[src/rtl/lemming_pkg.sv]
// Shared types and helpers for the multi-lane walker crowd controller.
// LEMMING_DIG_EN adds the DIG_L/DIG_R states to the state encoding.
package lemming_pkg;

    localparam int DEFAULT_FALL_LIMIT = 20;

    typedef enum logic [2:0] {
        WALK_L = 3'd0,
        WALK_R = 3'd1,
        FALL_L = 3'd2,
        FALL_R = 3'd3,
`ifdef LEMMING_DIG_EN
        DIG_L  = 3'd4,
        DIG_R  = 3'd5,
`endif
        SPLAT  = 3'd6
    } lemming_state_t;

    // Counter must hold FALL_LIMIT+1 so a too-long fall is distinguishable.
    function automatic int fall_cnt_width(input int limit);
        return $clog2(limit + 2);
    endfunction

endpackage

[src/rtl/lemming_lane.sv]
// One walker: Moore FSM plus saturating fall counter.
// LEMMING_DIG_EN enables the dig branch and the digging output.
module lemming_lane
    import lemming_pkg::*;
#(
    parameter int FALL_LIMIT = DEFAULT_FALL_LIMIT
) (
    input  logic clk,
    input  logic areset_n,
    input  logic bump_left,
    input  logic bump_right,
    input  logic ground,
    input  logic dig,
    output logic walk_left,
    output logic walk_right,
    output logic aaah,
    output logic digging,
    output logic splat,
    output logic is_alive_next
);

    localparam int CW = fall_cnt_width(FALL_LIMIT);
    localparam logic [CW-1:0] CNT_LIM = CW'(FALL_LIMIT);
    localparam logic [CW-1:0] CNT_SAT = CW'(FALL_LIMIT + 1);

    lemming_state_t r_state, w_state_nxt;
    logic [CW-1:0]  r_fall_cnt, w_fall_cnt_nxt;
    logic           w_in_fall, w_nxt_fall;

    always_ff @(posedge clk or negedge areset_n) begin
        if (!areset_n) begin
            r_state    <= WALK_L;
            r_fall_cnt <= '0;
        end else begin
            r_state    <= w_state_nxt;
            r_fall_cnt <= w_fall_cnt_nxt;
        end
    end

    always_comb begin
        w_state_nxt = r_state;
        case (r_state)
            WALK_L: begin
                if (!ground)        w_state_nxt = FALL_L;
`ifdef LEMMING_DIG_EN
                else if (dig)       w_state_nxt = DIG_L;
`endif
                else if (bump_left) w_state_nxt = WALK_R;
            end
            WALK_R: begin
                if (!ground)         w_state_nxt = FALL_R;
`ifdef LEMMING_DIG_EN
                else if (dig)        w_state_nxt = DIG_R;
`endif
                else if (bump_right) w_state_nxt = WALK_L;
            end
            FALL_L: if (ground) w_state_nxt = (r_fall_cnt >= CNT_LIM) ? SPLAT : WALK_L;
            FALL_R: if (ground) w_state_nxt = (r_fall_cnt >= CNT_LIM) ? SPLAT : WALK_R;
`ifdef LEMMING_DIG_EN
            DIG_L:  if (!ground) w_state_nxt = FALL_L;
            DIG_R:  if (!ground) w_state_nxt = FALL_R;
`endif
            SPLAT:  w_state_nxt = SPLAT;
            default: w_state_nxt = WALK_L;
        endcase
    end

    // Count holds cycles already completed in this fall; zero everywhere else.
    assign w_in_fall  = (r_state == FALL_L) || (r_state == FALL_R);
    assign w_nxt_fall = (w_state_nxt == FALL_L) || (w_state_nxt == FALL_R);

    always_comb begin
        w_fall_cnt_nxt = '0;
        if (w_in_fall && w_nxt_fall)
            w_fall_cnt_nxt = (r_fall_cnt == CNT_SAT) ? r_fall_cnt : r_fall_cnt + 1'b1;
    end

    assign walk_left     = (r_state == WALK_L);
    assign walk_right    = (r_state == WALK_R);
    assign aaah          = w_in_fall;
    assign splat         = (r_state == SPLAT);
    assign is_alive_next = (w_state_nxt != SPLAT);

`ifdef LEMMING_DIG_EN
    assign digging = (r_state == DIG_L) || (r_state == DIG_R);
`else
    logic w_dig_unused;
    assign w_dig_unused = dig;
    assign digging      = 1'b0;
`endif

endmodule

[src/rtl/lemming_crowd_fsm.sv]
// NUM_LANES independent walkers plus a registered count of survivors.
// Dig behaviour is controlled by LEMMING_DIG_EN inside lemming_lane.
module lemming_crowd_fsm
    import lemming_pkg::*;
#(
    parameter int NUM_LANES  = 4,
    parameter int FALL_LIMIT = DEFAULT_FALL_LIMIT
) (
    input  logic                           clk,
    input  logic                           areset_n,
    input  logic [NUM_LANES-1:0]           bump_left,
    input  logic [NUM_LANES-1:0]           bump_right,
    input  logic [NUM_LANES-1:0]           ground,
    input  logic [NUM_LANES-1:0]           dig,
    output logic [NUM_LANES-1:0]           walk_left,
    output logic [NUM_LANES-1:0]           walk_right,
    output logic [NUM_LANES-1:0]           aaah,
    output logic [NUM_LANES-1:0]           digging,
    output logic [NUM_LANES-1:0]           splat,
    output logic [$clog2(NUM_LANES+1)-1:0] alive_cnt
);

    localparam int AW = $clog2(NUM_LANES + 1);

    logic [NUM_LANES-1:0] w_alive_nxt;
    logic [AW-1:0]        w_alive_sum;
    logic [AW-1:0]        r_alive_cnt;

    for (genvar i = 0; i < NUM_LANES; i++) begin : g_lane
        lemming_lane #(.FALL_LIMIT(FALL_LIMIT)) u_lane (
            .clk           (clk),
            .areset_n      (areset_n),
            .bump_left     (bump_left[i]),
            .bump_right    (bump_right[i]),
            .ground        (ground[i]),
            .dig           (dig[i]),
            .walk_left     (walk_left[i]),
            .walk_right    (walk_right[i]),
            .aaah          (aaah[i]),
            .digging       (digging[i]),
            .splat         (splat[i]),
            .is_alive_next (w_alive_nxt[i])
        );
    end

    // Summing next-state liveness keeps alive_cnt aligned with the state edge.
    always_comb begin
        w_alive_sum = '0;
        for (int i = 0; i < NUM_LANES; i++)
            w_alive_sum = w_alive_sum + AW'(w_alive_nxt[i]);
    end

    always_ff @(posedge clk or negedge areset_n) begin
        if (!areset_n) r_alive_cnt <= AW'(NUM_LANES);
        else           r_alive_cnt <= w_alive_sum;
    end

    assign alive_cnt = r_alive_cnt;

endmodule

[config.mk]
export PLATFORM = sky130hd
export DESIGN_NAME = lemming_crowd_fsm
export DESIGN_NICKNAME = d
export VERILOG_FILES = /design/src/rtl/lemming_pkg.sv /design/src/rtl/lemming_lane.sv /design/src/rtl/lemming_crowd_fsm.sv
export SDC_FILE = /design/constraint.sdc
export NUM_CORES = 1
export LEC_CHECK = 0
export ABC_AREA = 1
export CAP_MARGIN = 20
export CORE_ASPECT_RATIO = 1.4
export CORE_UTILIZATION = 50
export DETAILED_ROUTE_END_ITERATION = 8
export PLACE_DENSITY = 0.77
export SYNTH_ARGS = -nofsm -noshare
export SYNTH_HDL_FRONTEND = slang
export SYNTH_SLANG_ARGS = --single-unit
[constraint.sdc]
create_clock -name clk -period 4.88 [get_ports clk]
set_input_delay 1.22 -clock clk [delete_from_list [all_inputs] [get_ports clk]]
set_output_delay 1.22 -clock clk [all_outputs]
set_load 0.03 [all_outputs]
Word level (Yosys, flattened, before mapping)
Index checks and enable logic that the tools add are counted.
{ "classes": {"n_lt_le_gt_ge": 4, "eq_ne": 36, "reduce_logical": 16, "n_shift": 0, "mux": 44, "div_mod_pow": 0, "n_mul": 0, "bitwise_logic": 0, "add_sub_neg": 7} }
{ "op_table": {"columns": ["operator", "n"], "rows": [
  ["2-to-1 mux 3 bit", 32],
  ["case mux 3 bit (5 select lines)", 4],
  ["equality test 3 x 2 -> 1 bit, second input constant", 16],
  ["2-to-1 mux 5 bit", 8],
  ["adder 5 x 1 -> 5 bit, second input constant", 4],
  ["equality test 5 bit, second input constant", 4],
  [">= comparator 5 bit, second input constant", 4],
  ["equality test 3 x 1 -> 1 bit, second input constant", 4],
  ["equality test 3 bit, second input constant", 4],
  ["zero test 3 bit", 4],
  ["!= test 3 bit, second input constant", 4],
  ["logical OR 1 bit", 8],
  ["!= test 2 bit, second input constant", 4],
  ["logical AND 1 bit", 4],
  ["adder 2 x 1 -> 3 bit", 1],
  ["adder 3 x 1 -> 3 bit", 1],
  ["adder 1 x 1 -> 2 bit", 1]
]} }
{ "totals": {"register_bits": 35, "word_cells": 116, "mem_bits_ro": 0, "memories": 0, "mem_bits_rw": 0, "latchBits": 0} }

Depth between registers and ports, before layout
{ "logic_depth": {"depth_word": 8, "mapped_depth": 8, "mapped_depth_nobuf": 8} }

Hierarchy
Synthesis repeated with hierarchy kept, for this count alone.
{ "unflattened": {"cells_unflattened": 294, "hier_area_um2": 2189.6} }
{ "modules_own_cells": {"columns": ["module", "instances", "cells_per_inst", "area_per_inst_um2"], "rows": [
  ["lemming_lane (g_lane[2].u_lane ...)", 2, 73, 519.2],
  ["lemming_lane (g_lane[0].u_lane)", 1, 72, 509.2],
  ["lemming_lane (g_lane[1].u_lane)", 1, 65, 501.7],
  ["lemming_crowd_fsm", 1, 11, 140.1]
]} }

Least setup slack after synthesis
OpenSTA, ideal clock, no wires.
{ "synth_timing": {"path_type": "input to register", "start": "input port ground[3]", "end": "register r_alive_cnt[1], in the netlist alive_cnt[1]", "slack_ps": 2330, "arrival_time_ps": 2424, "required_time_ps": 4754, "setup_time_ps": 126, "cell_stages": 6, "path_cell_list": "o211ai_1 -> o21ai_0 -> fa_1 -> inv_1 -> ha_1 -> ha_1"} }
{ "synth_between": {"elab_chain_cells": 4} }
{ "synth_rtl": {"columns": ["element", "line", "text"], "rows": [
  ["from (decl)", "lemming_crowd_fsm.sv:13", "input logic [NUM_LANES-1:0] ground,"],
  ["2-to-1 mux 3 bit (on tied branches)", null, null],
  ["case mux 3 bit (5 select lines) (*)", "lemming_lane.sv:42", "case (r_state)"],
  ["!= test 3 bit (*)", "lemming_lane.sv:82", "assign is_alive_next = (w_state_nxt != SPLAT);"],
  ["adder 3 x 1 -> 3 bit (*)", "lemming_crowd_fsm.sv:50", "w_alive_sum = w_alive_sum + AW'(w_alive_nxt[i]);"],
  ["via w_alive_sum[1]", "lemming_crowd_fsm.sv:26", "logic [AW-1:0] w_alive_sum;"],
  ["to (signal assigned)", "lemming_crowd_fsm.sv:54", "if (!areset_n) r_alive_cnt <= AW'(NUM_LANES);"],
  ["to (signal assigned)", "lemming_crowd_fsm.sv:55", "else r_alive_cnt <= w_alive_sum;"],
  ["to (decl)", "lemming_crowd_fsm.sv:27", "logic [AW-1:0] r_alive_cnt;"]
]} }
Mark *: on every way through the listed nets, which the timed path passes. The rest lies on a longest branch.
A chain may end at the register's enable or synchronous reset.

Final worst setup path
{ "layout_timing": {"start": "register g_lane[3].u_lane.r_state[2]", "end": "output port walk_right[3]"} }
{ "layout_between": {"elab_chain_cells": 1} }
{ "layout_rtl": {"columns": ["element", "line", "text"], "rows": [
  ["from (decl)", "lemming_lane.sv:26", "lemming_state_t r_state, w_state_nxt;"],
  ["from (signal assigned)", "lemming_lane.sv:35", "r_state <= w_state_nxt;"],
  ["equality test 3 x 1 -> 1 bit", "lemming_lane.sv:79", "assign walk_right = (r_state == WALK_R);"],
  ["to (decl)", "lemming_crowd_fsm.sv:16", "output logic [NUM_LANES-1:0] walk_right,"]
]} }
Every way passes these cells.

==> run_results.csv <==
group,metric,value,unit
setup_path,rrSetupSlack,2820,ps
worst_hold_path,min_to,"g_lane[2].u_lane.r_fall_cnt[1]$_DFFE_PN0P_",
cts,clkSinkCount,35,
cts,cts-htree-levels,2,
flow_run,drv_cap,0,
timing,period_share,61.1,%
setup_path,worst_ep_required_time,3660,ps
floorplanning,die_w,58.2,um
placement,dp_slack,1580,ps
cts,cts_resized,0,
cells_and_area,n_antenna_cell,0,
cts,clk_latency,280,ps
timing,drv_slew,0,
setup_path,critPathArrivalTime,1760,ps
power_and_ir_drop,sequentialPowerShare,56.5,%
yosys,netlist_top_cells_area,"dfrtp_1, ha_1, nand3_1",
yosys,ys_ff_latch,35,
timing,finalSetupTns,0,ps
cts,root_buffer,"clkbuf_8",
floorplanning,die-area,4690,um^2
timing,setup_viol,0,
yosys,synthDominantCellAreaShare,38.5,%
power_and_ir_drop,p_leak,1.24,nW
grt,grt_max_degree,36,
cts,cts_tree,"yes",
power_and_ir_drop,clockPowerShare,38.7,%
grt,antenna_found_initial,0,
setup_path,timing.rr.end,"alive_cnt[1]$_DFF_PN0_",
setup_path,path_max_fanout,5,
detailed_routing,vias_per_cell,4.84,
detailed_routing,dr.pass1.iters,4,
cells_and_area,layout.nets,332,
detailed_routing,via_count,1742,
power_and_ir_drop,p_int,0.401,mW
cells_and_area,drive_above_1_share,5.67,%
placement,globalplace.congestion,0.762,
cells_and_area,layout_common_cells,"nand2_1, inv_1, nand3_1, dfrtp_1, clkdlybuf4s50_1",
floorplanning,io_pins,41,
timing,clock_skew,5.29,ps
status,status,"complete, no violations",
timing,min_period,2980,ps
cells_and_area,layout_commonest_cell,"nand2_1",
timing,fmax,0.335,GHz
cells_and_area,fin_util,60.1,%
yosys,ys_warn_count,0,
yosys,seq_area_frac_synth,39.7,%
detailed_routing,remaining_drc_errors,0,
floorplanning,coreArea,4240,um^2
floorplanning,start_util,52.1,%
detailed_routing,antenna_left,0,
worst_hold_path,min_path_type,"flop to flop",
worst_hold_path,min_path_cells,2,
yosys,synth.largest_area_cell,"dfrtp_1",
yosys,syn_area_per_cell,7.97,um^2
power_and_ir_drop,irDropWorstVdd,0.177,mV
cts,clkTransAtPathRegs,60,ps
timing,hold_viol,0,
timing,rsz0062_at_grt,"no",
worst_hold_path,min_from,"g_lane[2].u_lane.r_fall_cnt[1]$_DFFE_PN0P_",
power_and_ir_drop,p_sw_share,22.0,%
cells_and_area,syn_to_final_growth,15.4,%
detailed_routing,wl,3.58,mm
yosys,syn_area,2210,um^2
power_and_ir_drop,combPwrFrac,4.8,%
power_and_ir_drop,p_switching,0.113,mW
detailed_routing,dr.first_iter.drc_count,65,
power_and_ir_drop,totalPowerFinal,0.513,mW
setup_path,path_class,"flop to primary output",
floorplanning,rows,28,
cts,clockBufferDepth,2,
setup_path,cp-end-kind,"primary output",
grt,overflow,0,
cts,cts_buffers,5,
cts,hold_buffers,0,
grt,grt_pass1_wl,6.68,mm
cts,postCtsSetupBuffers,0,
detailed_routing,wl_per_cell,9.93,um
grt,grt_usage,18.2,%
yosys,ys_types,29,
placement,hpwl,2.77,mm
setup_path,rr_worst_depth,6,
setup_path,r2r_start,"g_lane[3].u_lane.r_fall_cnt[2]$_DFFE_PN0P_",
yosys,synth_cells,277,
power_and_ir_drop,powerDensity,201,nW/um^2
timing,postLayoutSetupSlackWorst,1900,ps
placement,port_buffers,32,
floorplanning,dieHeight,80.6,um
grt,grt_pass1_vias,1671,
setup_path,critPathLaunchType,"flop",
## stage by stage
stage | cell area, um^2 | hold slack (ps) | cells
after floorplan | 2220 | 489 | 280
after global placement | 2470 | 528 | 352
after detailed placement | 2470 | 529 | 352
after CTS | 2550 | 548 | 360
after global routing | 2550 | 590 | 360
final | 2550 | 541 | 360
## final cells by class
cell class	count	area, um^2
Clock buffer	7	76.3
Clock inverter	1	5.00
Fill cell	366	1690
Inverter	44	165
Multi-Input combinational cell	180	1020
Sequential cell	35	877
Tap cell	60	75.1
Timing Repair Buffer	33	328
## Yosys cell counts
cell type	count
nand4_2	2
o21ai_2	1
nand2_4	1
nor2_1	31
o211ai_1	1
nand2_1	45
a21boi_2	1
o21a_1	2
o21ai_1	2
o22ai_1	2
nor3_4	1
fa_1	1
clkbuf_2	1
nor2_2	1
dfstp_2	1
nor2_8	1
inv_1	43
dfrtp_1	34
ha_1	14
conb_1	1
nor3_1	7
buf_4	20
nand3_1	34
xor2_1	4
nand4_1	4
xnor2_1	3
o21ai_0	10
inv_2	1
a21oi_1	8
## state kept, by name, summed over array words and instances, names as in the netlist
register	flops
alive_cnt	3
g_lane.u_lane.r_fall_cnt	20
g_lane.u_lane.r_state	12
## worst max path at each step
stage	start	end	slack (ps)	cells after the start
after floorplan	ground[3]	alive_cnt[1]$_DFF_PN0_	2330	6
after global placement	ground[3]	alive_cnt[1]$_DFF_PN0_	1670	7
after detailed placement	ground[3]	alive_cnt[1]$_DFF_PN0_	1580	7
after CTS	g_lane[3].u_lane.r_state[2]$_DFF_PN0_	walk_right[3]	1870	2
after global routing	g_lane[2].u_lane.r_state[1]$_DFF_PN0_	splat[2]	1800	3
final	g_lane[3].u_lane.r_state[2]$_DFF_PN0_	walk_right[3]	1900	2
## worst max-delay path, cell delays in order, from the launching register on
cell and delay [ps]:
dfrtp_1 430, nor3_1 320, clkdlybuf4s50_1 730
## power by group through the flow
stage               clock network (mW)  registers, mW  logic, mW
floorplan                            0          0.296    0.00870
global placement                     0          0.296     0.0248
detailed placement                   0          0.296     0.0249
CTS                              0.205          0.290     0.0250
global route                     0.219          0.290     0.0275
finish                           0.199          0.290     0.0245
## per-layer routing
metal  GRT usage [%]  wire length [um]
met3            4.51               134
met2            32.5              1850
met1            20.4              1530
met5               0                 0
met4            7.14                61
## cell families (layout without fill, tap and decap cells)
logic type      Yosys count  in the layout  share of synthesized area, %
simple gates            127            127                          26.9
buf+inv                  65             85                          14.5
flops                    35             35                          39.7
compound gates           27             27                          7.03
fa+ha+maj                15             15                          8.84
xor+xnor                  7              7                          2.78
other cells               1              4                         0.170
Power figures use the tool's default switching activity.
